`src/rtl/pio_pkg.sv`:
```
// Shared PIO types and widths: divisor format and the period-meter FSM states.
package pio_pkg;

  localparam int PIO_DIV_W      = 24;
  localparam int PIO_DIV_FRAC_W = 8;

  typedef enum logic [1:0] {
    IDLE,
    ARM,
    MEASURE
  } pio_pm_state_t;

endpackage

```
`src/rtl/pio_period_meter_if.sv`:
```
// Pin/control/result bundle of the PIO period meter; slave = meter, master = its user.
interface pio_period_meter_if;
  import pio_pkg::*;

  logic                 enable;
  logic                 sig;
  logic [PIO_DIV_W-1:0] div;
  logic                 div_valid;
  logic                 locked;
  logic                 timeout;
  logic                 glitch;

  modport master (
    output enable, sig,
    input  div, div_valid, locked, timeout, glitch
  );

  modport slave (
    input  enable, sig,
    output div, div_valid, locked, timeout, glitch
  );

endinterface

```
`src/rtl/pio_sync_edge.sv`:
```
// Synchronizer for an asynchronous pin plus a registered one-cycle rising-edge pulse.
module pio_sync_edge #(
  parameter int SYNC_STAGES = 2
) (
  input  logic clk,
  input  logic reset_n,
  input  logic sig,
  output logic rise
);

  logic [SYNC_STAGES-1:0] sync;
  logic                   prev;

  // rise is registered, so a pin edge shows up SYNC_STAGES+1 cycles later
  always_ff @(posedge clk or negedge reset_n) begin
    if (!reset_n) begin
      sync <= '0;
      prev <= 1'b0;
      rise <= 1'b0;
    end else begin
      sync <= {sync[SYNC_STAGES-2:0], sig};
      prev <= sync[SYNC_STAGES-1];
      rise <= sync[SYNC_STAGES-1] & ~prev;
    end
  end

endmodule

```
`src/rtl/pio_period_meter.sv`:
```
// Measures a PIO pin period averaged over 2^AVG_LOG2 intervals, reported as a 16.8 divisor.
// Optional deviation check enabled by defining PIO_PERIOD_METER_TOLERANCE_EN.
module pio_period_meter
  import pio_pkg::*;
#(
  parameter int SYNC_STAGES = 2,
  parameter int AVG_LOG2    = 3
) (
  input logic               clk,
  input logic               reset_n,
  pio_period_meter_if.slave bus
);

  localparam int ACC_W  = 16 + AVG_LOG2;
  localparam int ECNT_W = (AVG_LOG2 > 0) ? AVG_LOG2 : 1;
  localparam logic [ECNT_W-1:0] ECNT_LAST = ECNT_W'((1 << AVG_LOG2) - 1);

  // Window sum scaled to 16.8 and divided by the interval count; exact, then truncated.
  function automatic logic [PIO_DIV_W-1:0] window_div(input logic [ACC_W-1:0] a);
    logic [ACC_W+PIO_DIV_FRAC_W-1:0] w;
    w = {a, {PIO_DIV_FRAC_W{1'b0}}} >> AVG_LOG2;
    return w[PIO_DIV_W-1:0];
  endfunction

`ifdef PIO_PERIOD_METER_TOLERANCE_EN
  function automatic logic out_of_tol(input logic [PIO_DIV_W-1:0] nw,
                                      input logic [PIO_DIV_W-1:0] old);
    logic [PIO_DIV_W-1:0] d;
    d = (nw > old) ? (nw - old) : (old - nw);
    return d > (old >> 4);
  endfunction
`endif

  logic                 rise;
  pio_pm_state_t        state;
  logic [ACC_W-1:0]     acc;
  logic [ECNT_W-1:0]    ecnt;
  logic [PIO_DIV_W-1:0] div_q;
  logic [PIO_DIV_W-1:0] div_next;
  logic                 div_valid_q;
  logic                 locked_q;
  logic                 timeout_q;
  logic                 glitch_q;
`ifdef PIO_PERIOD_METER_TOLERANCE_EN
  logic                 ref_ok;
`endif

  pio_sync_edge #(.SYNC_STAGES(SYNC_STAGES)) u_sync (
    .clk     (clk),
    .reset_n (reset_n),
    .sig     (bus.sig),
    .rise    (rise)
  );

  assign div_next = window_div(acc);

  always_ff @(posedge clk or negedge reset_n) begin
    if (!reset_n) begin
      state       <= IDLE;
      acc         <= '0;
      ecnt        <= '0;
      div_q       <= '0;
      div_valid_q <= 1'b0;
      locked_q    <= 1'b0;
      timeout_q   <= 1'b0;
      glitch_q    <= 1'b0;
`ifdef PIO_PERIOD_METER_TOLERANCE_EN
      ref_ok      <= 1'b0;
`endif
    end else begin
      div_valid_q <= 1'b0;
      glitch_q    <= 1'b0;
      if (!bus.enable) begin
        state     <= IDLE;
        acc       <= '0;
        ecnt      <= '0;
        locked_q  <= 1'b0;
        timeout_q <= 1'b0;
`ifdef PIO_PERIOD_METER_TOLERANCE_EN
        ref_ok    <= 1'b0;
`endif
      end else begin
        case (state)
          IDLE: state <= ARM;
          ARM: begin
            if (rise) begin
              acc   <= ACC_W'(1);
              ecnt  <= '0;
              state <= MEASURE;
            end
          end
          MEASURE: begin
            // A rise always takes priority over the overflow check
            if (rise && ecnt == ECNT_LAST) begin
              div_q       <= div_next;
              div_valid_q <= 1'b1;
              acc         <= ACC_W'(1);
              ecnt        <= '0;
`ifdef PIO_PERIOD_METER_TOLERANCE_EN
              if (ref_ok && out_of_tol(div_next, div_q)) glitch_q <= 1'b1;
              else                                       locked_q <= 1'b1;
              ref_ok      <= 1'b1;
`else
              locked_q    <= 1'b1;
`endif
            end else if (rise) begin
              ecnt <= ecnt + 1'b1;
              acc  <= acc + 1'b1;
            end else if (&acc) begin
              timeout_q <= 1'b1;
              locked_q  <= 1'b0;
              state     <= ARM;
`ifdef PIO_PERIOD_METER_TOLERANCE_EN
              ref_ok    <= 1'b0;
`endif
            end else begin
              acc <= acc + 1'b1;
            end
          end
          default: state <= IDLE;
        endcase
      end
    end
  end

  assign bus.div       = div_q;
  assign bus.div_valid = div_valid_q;
  assign bus.locked    = locked_q;
  assign bus.timeout   = timeout_q;
`ifdef PIO_PERIOD_METER_TOLERANCE_EN
  assign bus.glitch    = glitch_q;
`else
  assign bus.glitch    = 1'b0;
  logic unused_glitch;
  assign unused_glitch = glitch_q;
`endif

endmodule

```
`src/flat_wrapper.sv`:
```
// flat-port wrapper written by rule: the top's interface ports become plain ports
module pio_period_meter_flat import pio_pkg::*;
#(
  parameter int SYNC_STAGES = 2,
  parameter int AVG_LOG2    = 3
)
  (clk, reset_n, bus_enable, bus_sig, bus_div, bus_div_valid, bus_locked, bus_timeout, bus_glitch);
  pio_period_meter_if bus_i ();
  input logic clk;
  input logic reset_n;
  input wire logic [$bits(bus_i.enable)-1:0] bus_enable;
  input wire logic [$bits(bus_i.sig)-1:0] bus_sig;
  output wire logic [$bits(bus_i.div)-1:0] bus_div;
  output wire logic [$bits(bus_i.div_valid)-1:0] bus_div_valid;
  output wire logic [$bits(bus_i.locked)-1:0] bus_locked;
  output wire logic [$bits(bus_i.timeout)-1:0] bus_timeout;
  output wire logic [$bits(bus_i.glitch)-1:0] bus_glitch;
  assign bus_i.enable = bus_enable;
  assign bus_i.sig = bus_sig;
  assign bus_div = bus_i.div;
  assign bus_div_valid = bus_i.div_valid;
  assign bus_locked = bus_i.locked;
  assign bus_timeout = bus_i.timeout;
  assign bus_glitch = bus_i.glitch;
  pio_period_meter #(.SYNC_STAGES(SYNC_STAGES), .AVG_LOG2(AVG_LOG2)) u_core (.clk(clk), .reset_n(reset_n), .bus(bus_i));
endmodule
```
`config.mk`:
```
export PLATFORM = sky130hd
export DESIGN_NAME = pio_period_meter_flat
export DESIGN_NICKNAME = d
export VERILOG_FILES = /design/src/rtl/pio_pkg.sv /design/src/rtl/pio_period_meter_if.sv /design/src/rtl/pio_sync_edge.sv /design/src/rtl/pio_period_meter.sv /design/src/flat_wrapper.sv
export SDC_FILE = /design/constraint.sdc
export NUM_CORES = 1
export LEC_CHECK = 0
export CAP_MARGIN = 20
export CORE_MARGIN = 3
export CORE_UTILIZATION = 50
export DETAILED_ROUTE_END_ITERATION = 10
export PLACE_DENSITY_LB_ADDON = 0.1
export SETUP_SLACK_MARGIN = 0.1
export SLEW_MARGIN = 20
export SYNTH_ARGS = -nofsm -noshare
export SYNTH_HDL_FRONTEND = slang
export SYNTH_SLANG_ARGS = --single-unit
```
`constraint.sdc`:
```
create_clock -name clk -period 5 [get_ports clk]
set_input_delay 0.75 -clock clk [delete_from_list [all_inputs] [get_ports clk]]
set_output_delay 0.75 -clock clk [all_outputs]
set_load 0.005 [all_outputs]
```
==> out/summary.json, run 1 <==
{
  "req_time_crit_path_ns": 5.19,
  "wl_um": 4711,
  "setup-tns-final_ns": 0,
  "worstPathMaxFanout": 20,
  "total_power_mw": 0.6901,
  "antenna_found_initial": 0,
  "drt-vias-per-instance": 5.934,
  "filler_cell_count": 375,
  "areaGrowthSynthToFinish_pct": 14.76,
  "drcViolationCount": 0,
  "portBuffers": 25,
  "worst_setup_path_startpoint": "bus_enable",
  "grt_pass1_vias": 1680,
  "reg_to_reg_start": "u_core.acc[0]",
  "min-delay-path-class": "reg2reg",
  "multi_input_area_um2": 996.0,
  "maxCapViolCount": 0,
  "finalSetupViolCount": 0,
  "timing.max_slew.rel_slack_pct": 31.25,
  "initial_standard_cell_utilization_of_the_core_pct": 52.65,
  "achievable-frequency_ghz": 0.3876,
  "crit_path_end_kind": "flop",
  "hold_start": "u_core.u_sync.sync[0]",
  "via_count": 1709,
  "outcome": "finished, final reports clean",
  "yosysWarnings": 0,
  "synth.distinct_cells": 39,
  "ys_async_sr_fraction_pct": 100.0,
  "timing.critical_path.arrival_ns": 2.77,
  "clock_sink_count": 50,
  "global_route.overflow_total": 0,
  "hold_viol": 0,
  "rr_endpoint": "u_core.acc[0]",
  "synth_top_area_share_pct": 53.48,
  "most-common-layout-cells": "dfrtp_1 (50), clkdlybuf4s50_1 (24), mux2_2 (20)",
  "die_h_um": 74.41,
  "leakagePower_nw": 1.209,
  "worstHoldEndpoint": "u_core.u_sync.sync[1]",
  "die-width_um": 74.41,
  "antennaDiodeCount": 0,
  "final-seq-area_mm2": 0.001251,
  "tritoncts_clock_tree": "yes",
  "boundaryPins": 32,
  "cts_repair_resize_count": 0,
  "synth.ff_latch_count": 50,
  "die_area_mm2": 0.005536,
  "dr_pass1_iterations": 4,
  "finalNetCount": 242,
  "cts-hold-fix-buffers": 0,
  "core_area_mm2": 0.004444,
  "final.period_utilization_pct": 51.60,
  "timing.critical_path.from_type": "primary input",
  "postCtsSetupRepairBufs": 0,
  "cts_htree_levels": 2,
  "worst_clock_skew_ns": 0.005897,
  "power.density_cell_area_mw_per_mm2": 257.0,
  "synth_area_leaders": "dfrtp_1 (53%), mux2_2 (9.6%), a21oi_1 (3.4%), nand3_1 (2.8%), o21ai_1 (2.8%)",
  "holdPathStages": 0,
  "layout_commonest_cell": "dfrtp_1",
  "clock_insertion_delay_worst_skew_ns": 0.30,
  "time_the_worst_path_needs_with_i_o_delays_and_setup_ns": 2.580,
  "rsz0062_at_grt": "false",
  "grt_first_pass_wirelength_um": 7990,
  "clock_tree.buffer_depth": 2,
  "peak_ir_drop_on_the_vdd_network_mv": 0.2010,
  "final_layout_size_suffix_gt1_share_pct": 14.83,
  "tritoncts.num_buffers": 5,
  "grt_use_total_pct": 18.79,
  "drt_iter0_drc": 114,
  "syn-instance-count": 209,
  "hpwlAfterDp_um": 3250,
  "syn_avg_cell_area_um2": 11.19,
  "antenna_violating_nets_post_route": 0,
  "post_synthesis_sequential_area_ratio_pct": 53.48,
  "final_max_slew_viol_count": 0,
  "synth_enable_flop_cells": 0,
  "path_class": "in2reg",
  "mapped_cell_area_mm2": 0.002340,
  "tightestPinTransition_ns": 1.028,
  "dominantRegCellSynth": "dfrtp_1",
  "grt_max_degree": 51,
  "place_congestion": 0.7466,
  "worst_setup_hold_path_clk_slew_ns": 0.09,
  "clockRootBuffer": "clkbuf_8",
  "fp-row-count": 24,
  "worstRegToRegCells": 7,
  "netlist.top_cell.by_area": "dfrtp_1",
  "rrSetupSlack_ns": 2.52,
  "wire_per_inst_um": 16.36
}
critical path: stages:
cell	delay [ns]
clkdlybuf4s50_1	0.64
nand3_1	0.79
mux2_2	0.58
synth_stat cells, types with 2 or more instances:
cell / number
dfrtp_1: 50
mux2_2: 20
a21oi_1: 16
nand3_1: 13
o21ai_1: 13
nand2_1: 12
o31ai_1: 8
buf_4: 7
o21ai_0: 7
nor2_1: 6
and3_1: 5
inv_1: 5
or4_1: 5
o41ai_1: 4
or3_1: 4
and2_1: 3
ha_1: 3
and4_1: 2
buf_2: 2
buf_6: 2
nand2b_1: 2
nand4_1: 2
o21a_1: 2
how the worst max path moves through the flow:
stage / endpoint / cells past startpoint
after global placement: u_core.bus.div[12] / 3
after global routing: u_core.bus.div[13] / 3
after detailed placement: u_core.bus.div[15] / 3
final: u_core.bus.div[15] / 3
after CTS: u_core.bus.div[15] / 3
after floorplan: u_core.acc[13] / 7
cell type report:
| class | count | area share (%) |
|---|---|---|
| Tap cell | 52 | 2.423 |
| Clock buffer | 6 | 3.075 |
| Sequential cell | 50 | 46.60 |
| Multi-Input combinational cell | 146 | 37.09 |
| Inverter | 6 | 0.8388 |
| Clock inverter | 2 | 0.4660 |
| Timing Repair Buffer | 26 | 9.506 |
state kept, by name, indices dropped and copies added (netlist names), 2 cells and up:
signal and count:
u_core.acc 19, u_core.bus.div 19, u_core.ecnt 3, u_core.state 2
u_core.u_sync.sync 2
kinds of logic (layout without fill, tap and decap cells):
group | after synthesis | after routing | synth area share (%)
AOI/OAI and AO/OA | 54 | 54 | 14.33
xor gates and xnor gates | 2 | 2 | 0.7488
adders and majority gates | 3 | 3 | 1.604
buffers and inverters | 18 | 40 | 4.759
DFF | 50 | 50 | 53.48
muxes | 20 | 20 | 9.626
other | 1 | 6 | 0.1603
and+or+nand+nor | 61 | 61 | 15.29
metal layers:
layer  routed length (um)  global-route usage [%]  share of wire, %  vias up
met3                  213                   3.919               4.5        8
met2                 2425                   29.66                51       49
met1                 2015                   25.74                43      853
met5                    0                       0                 0        -
met4                   57                   6.719               1.2        0
li1                     -                       -                 -      799
metrics by stage:
step / utilization [%] / hold slack (ns) / worst slack [ns] / cells / cell area, um2
floorplan: - / 0.3312 / 3.133 / 214 / 2359
global placement: 58.22 / 0.3377 / 2.185 / 280 / 2587
detailed placement: 58.22 / 0.3379 / 2.038 / 280 / 2587
CTS: 60.36 / 0.3590 / 2.372 / 288 / 2683
global route: 60.42 / 0.3755 / 2.281 / 288 / 2685
finish: 60.42 / 0.3559 / 2.420 / 288 / 2685
where the power goes:
part | internal (mW) | switching, mW | leakage (nW)
registers | 0.408 | 0.00522 | 0.687
logic | 0.00930 | 0.0251 | 0.475
clock network | 0.111 | 0.131 | 0.0472
No activity file was read; power rests on OpenSTA's default activity.
==> run 2: changes to the inputs <==
Settings changed: CORE_UTILIZATION 50 to 49.
Clock period 5 ns to 2.1 ns, I/O delays scaled along.
==> run 2 against run 1 <==
Effect of this change:
- critical path depth up 4
- highest routed layer unchanged
- largest power group unchanged
- utilization up 3.1 points
- total power rose to 2.6 times the previous value
- first-iteration DRC count up 39%
==> out/summary.json, run 2 (same netlist as run 1, synthesis figures left out) <==
{
  "place_congestion": {"value": 0.8664, "change": "was 0.7466"},
  "tightestPinTransition": {"value": 0.6335, "unit": "ns", "change": "was 1.028 ns"},
  "hold_slack": {"value": 0.01465, "unit": "ns", "change": "was 0.3559 ns"},
  "rrSetupSlack": {"value": 0.19, "unit": "ns", "change": "was 2.52 ns"},
  "areaGrowthSynthToFinish": {"value": 21.39, "unit": "%", "change": "was 14.76%"},
  "wl": {"value": 5027, "unit": "um", "change": "was 4711 um"},
  "power.density_cell_area": {"value": 624.4, "unit": "mW/mm2", "change": "was 257.0 mW/mm2"},
  "achievable-frequency_ghz": 0.5239,
  "boundaryPins": {"value": 32, "change": "unchanged"},
  "layout_commonest_cell": {"value": "dfrtp_1", "change": "unchanged"},
  "die-width": {"value": 75.10, "unit": "um", "change": "was 74.41 um"},
  "min-delay-path-class": {"value": "in2async", "change": "was reg2reg"},
  "initial_standard_cell_utilization_of_the_core": {"value": 52.29, "unit": "%", "change": "was 52.65%"},
  "wire_per_inst": {"value": 16.98, "unit": "um", "change": "was 16.36 um"},
  "rsz0062_at_grt": {"value": "true", "change": "was false"},
  "filler_cell_count": {"value": 342, "change": "was 375"},
  "tritoncts.num_buffers": {"value": 5, "change": "unchanged"},
  "total_power": {"value": 1.773, "unit": "mW", "change": "was 0.6901 mW"},
  "slowest_delay": {"value": 0.50, "unit": "ns", "change": "was 0.79 ns"},
  "clock_sink_count": {"value": 50, "change": "unchanged"},
  "global_route.overflow_total": {"value": 0, "change": "unchanged"},
  "peak_ir_drop_on_the_vdd_network": {"value": 0.4928, "unit": "mV", "change": "was 0.2010 mV"},
  "multi_input_area": {"value": 0.001031, "unit": "mm2", "change": "was 996.0 um2"},
  "tritoncts_clock_tree": {"value": "yes", "change": "unchanged"},
  "grt_pass1_vias": {"value": 1720, "change": "was 1,680"},
  "drt-vias-per-instance": {"value": 5.973, "change": "was 5.934"},
  "grt_use_total": {"value": 19.14, "unit": "%", "change": "was 18.79%"},
  "clock_insertion_delay_worst_skew": {"value": 0.31, "unit": "ns", "change": "was 0.30 ns"},
  "maxCapViolCount": {"value": 0, "change": "unchanged"},
  "dr_pass1_iterations": {"value": 4, "change": "unchanged"},
  "req_time_crit_path": {"value": 2.33, "unit": "ns", "change": "was 5.19 ns"},
  "cts-hold-fix-buffers": {"value": 0, "change": "unchanged"},
  "portBuffers": {"value": 25, "change": "unchanged"},
  "antenna_violating_nets_post_route": {"value": 0, "change": "unchanged"},
  "crit_path_end_kind": {"value": "flop", "change": "unchanged"},
  "hold_viol": {"value": 0, "change": "unchanged"},
  "finalSetupViolCount": {"value": 0, "change": "unchanged"},
  "timing.critical_path.from_type": {"value": "flop", "change": "was primary input"},
  "core_area": {"value": 0.004474, "unit": "mm2", "change": "was 0.004444 mm2"},
  "antennaDiodeCount": {"value": 0, "change": "unchanged"},
  "worst_setup_hold_path_clk_slew": {"value": 0.09, "unit": "ns", "change": "about the same"},
  "grt_max_degree": {"value": 32, "change": "was 51"},
  "final.period_utilization_pct": 90.89,
  "clockRootBuffer": {"value": "clkbuf_8", "change": "unchanged"},
  "via_count": {"value": 1768, "change": "was 1,709"},
  "crit_slowest_cell": {"value": "or4_1", "change": "was nand3_1"},
  "worstPathMaxFanout": {"value": 16, "change": "was 20"},
  "fp-row-count": {"value": 24, "change": "unchanged"},
  "setup-tns-final": {"value": 0, "unit": "ns", "change": "unchanged"},
  "cts_htree_levels": {"value": 2, "change": "unchanged"},
  "die_area": {"value": 0.005640, "unit": "mm2", "change": "was 0.005536 mm2"},
  "die_h": {"value": 75.10, "unit": "um", "change": "was 74.41 um"},
  "worst_clock_skew": {"value": 0.007059, "unit": "ns", "change": "was 0.005897 ns"},
  "leakagePower": {"value": 1.262, "unit": "nW", "change": "was 1.209 nW"},
  "timing.max_slew.rel_slack": {"value": 57.77, "unit": "%", "change": "was 31.25%"},
  "finalNetCount": {"value": 250, "change": "was 242"},
  "grt_first_pass_wirelength": {"value": 8086, "unit": "um", "change": "was 7990 um"},
  "final-seq-area": {"value": 0.001252, "unit": "mm2", "change": "was 0.001251 mm2"},
  "crit_chain": {"value": "ha_2 > and3_4 > nand4_4 > a211oi_4 > buf_12 > or4_1 > a21oi_1", "change": "was clkdlybuf4s50_1 > nand3_1 > mux2_2"},
  "hpwlAfterDp": {"value": 3437, "unit": "um", "change": "was 3250 um"},
  "final_layout_size_suffix_gt1_share": {"value": 20.90, "unit": "%", "change": "was 14.83%"},
  "outcome": {"value": "finished, final reports clean", "change": "unchanged"},
  "final_max_slew_viol_count": {"value": 0, "change": "unchanged"},
  "timing.critical_path.arrival": {"value": 2.14, "unit": "ns", "change": "was 2.77 ns"},
  "clock_tree.buffer_depth": {"value": 2, "change": "unchanged"},
  "drt_iter0_drc": {"value": 158, "change": "was 114"},
  "time_the_worst_path_needs_with_i_o_delays_and_setup_ns": 1.909,
  "most-common-layout-cells": {"value": "dfrtp_1 (49), clkdlybuf4s50_1 (24), mux2_2 (20)", "change": "was dfrtp_1 (50), clkdlybuf4s50_1 (24), mux2_2 (20)"},
  "antenna_found_initial": {"value": 0, "change": "unchanged"},
  "drcViolationCount": {"value": 0, "change": "unchanged"},
  "path_class": {"value": "reg2reg", "change": "was in2reg"}
}
[run 2: cell types whose count changed in the layout (fill, tap and decap cells not counted), moves of 2 or more]
cell	change
buf_4	+4
a21oi_1	-3
buf_12	+2
a21oi_2	+3
[run 2: worst max-delay path, delay by kind of cell (launching register included)]
family	cells	cell delay, ns
simple gates	3	0.82
flops	1	0.40
fa+ha+maj	1	0.21
compound gates	2	0.23
buf+inv	1	0.16
[run 2: layer usage]
metal,share of wire [%],routed length (um),vias to the layer above,track usage (%)
met2,52,2612,47,32.01
met3,3.6,183,6,4.139
met5,0,0,-,0
met4,0.93,47,0,7.115
met1,43,2183,891,24.34
li1,-,-,824,-
[run 2: final cells by class]
type | instances | area share (%)
sequential | 50 | 44.10
multi-input combinational | 146 | 36.30
timing repair buffer | 34 | 12.51
clock buffer | 5 | 2.423
tap | 52 | 2.291
clock inverter | 3 | 1.586
inverter | 6 | 0.7930
[run 2: path summary, 6_finish.rpt]
check | startpoint | endpoint | cells after the start
min reg2reg | u_core.u_sync.sync[0] | u_core.u_sync.sync[1] | 0
min in group clk | u_core.u_sync.sync[0] | u_core.u_sync.sync[1] | 0
max | u_core.acc[0] | u_core.acc[15] | 7
max in group asynchronous | reset_n | u_core.acc[4] | 2
min | reset_n | u_core.bus.div[17] | 1
max reg2reg | u_core.acc[0] | u_core.acc[15] | 7
[run 2: timing repair]
| item | 4_1_cts | 5_1_grt |
|---|---|---|
| gates cloned | 0 | 1 |
| setup endpoints to repair | 5 | 6 |
| setup buffers | 1 | 0 |
| hold endpoints to repair | 0 | 0 |
| pin swaps | 0 | 4 |
| gates resized for setup | 2 | 8 |
[run 2: metrics by stage]
stage	util [%]	area (um2)	setup WS, ns	instances
4_1_cts	62.19	2783	0.1040	295
2_1_floorplan	-	2359	0.2333	214
5_1_grt	63.48	2840	0.07679	296
6_report	63.48	2840	0.1913	296
3_5_place_dp	59.40	2658	0.05358	286
3_3_place_gp	59.40	2658	0.1507	286
[run 2: where the power goes]
part           internal [mW]  switching, mW  total [mW]
combinational         0.0433         0.0703       0.114
clock                  0.354          0.324       0.679
sequential             0.971        0.00970       0.981
total                   1.37          0.404        1.77
==> run 3: changes to the inputs <==
Settings changed: CAP_MARGIN 20 to 15.
==> results of run 3 <==
Final layout, timing and power as in run 2 (identical DEF).
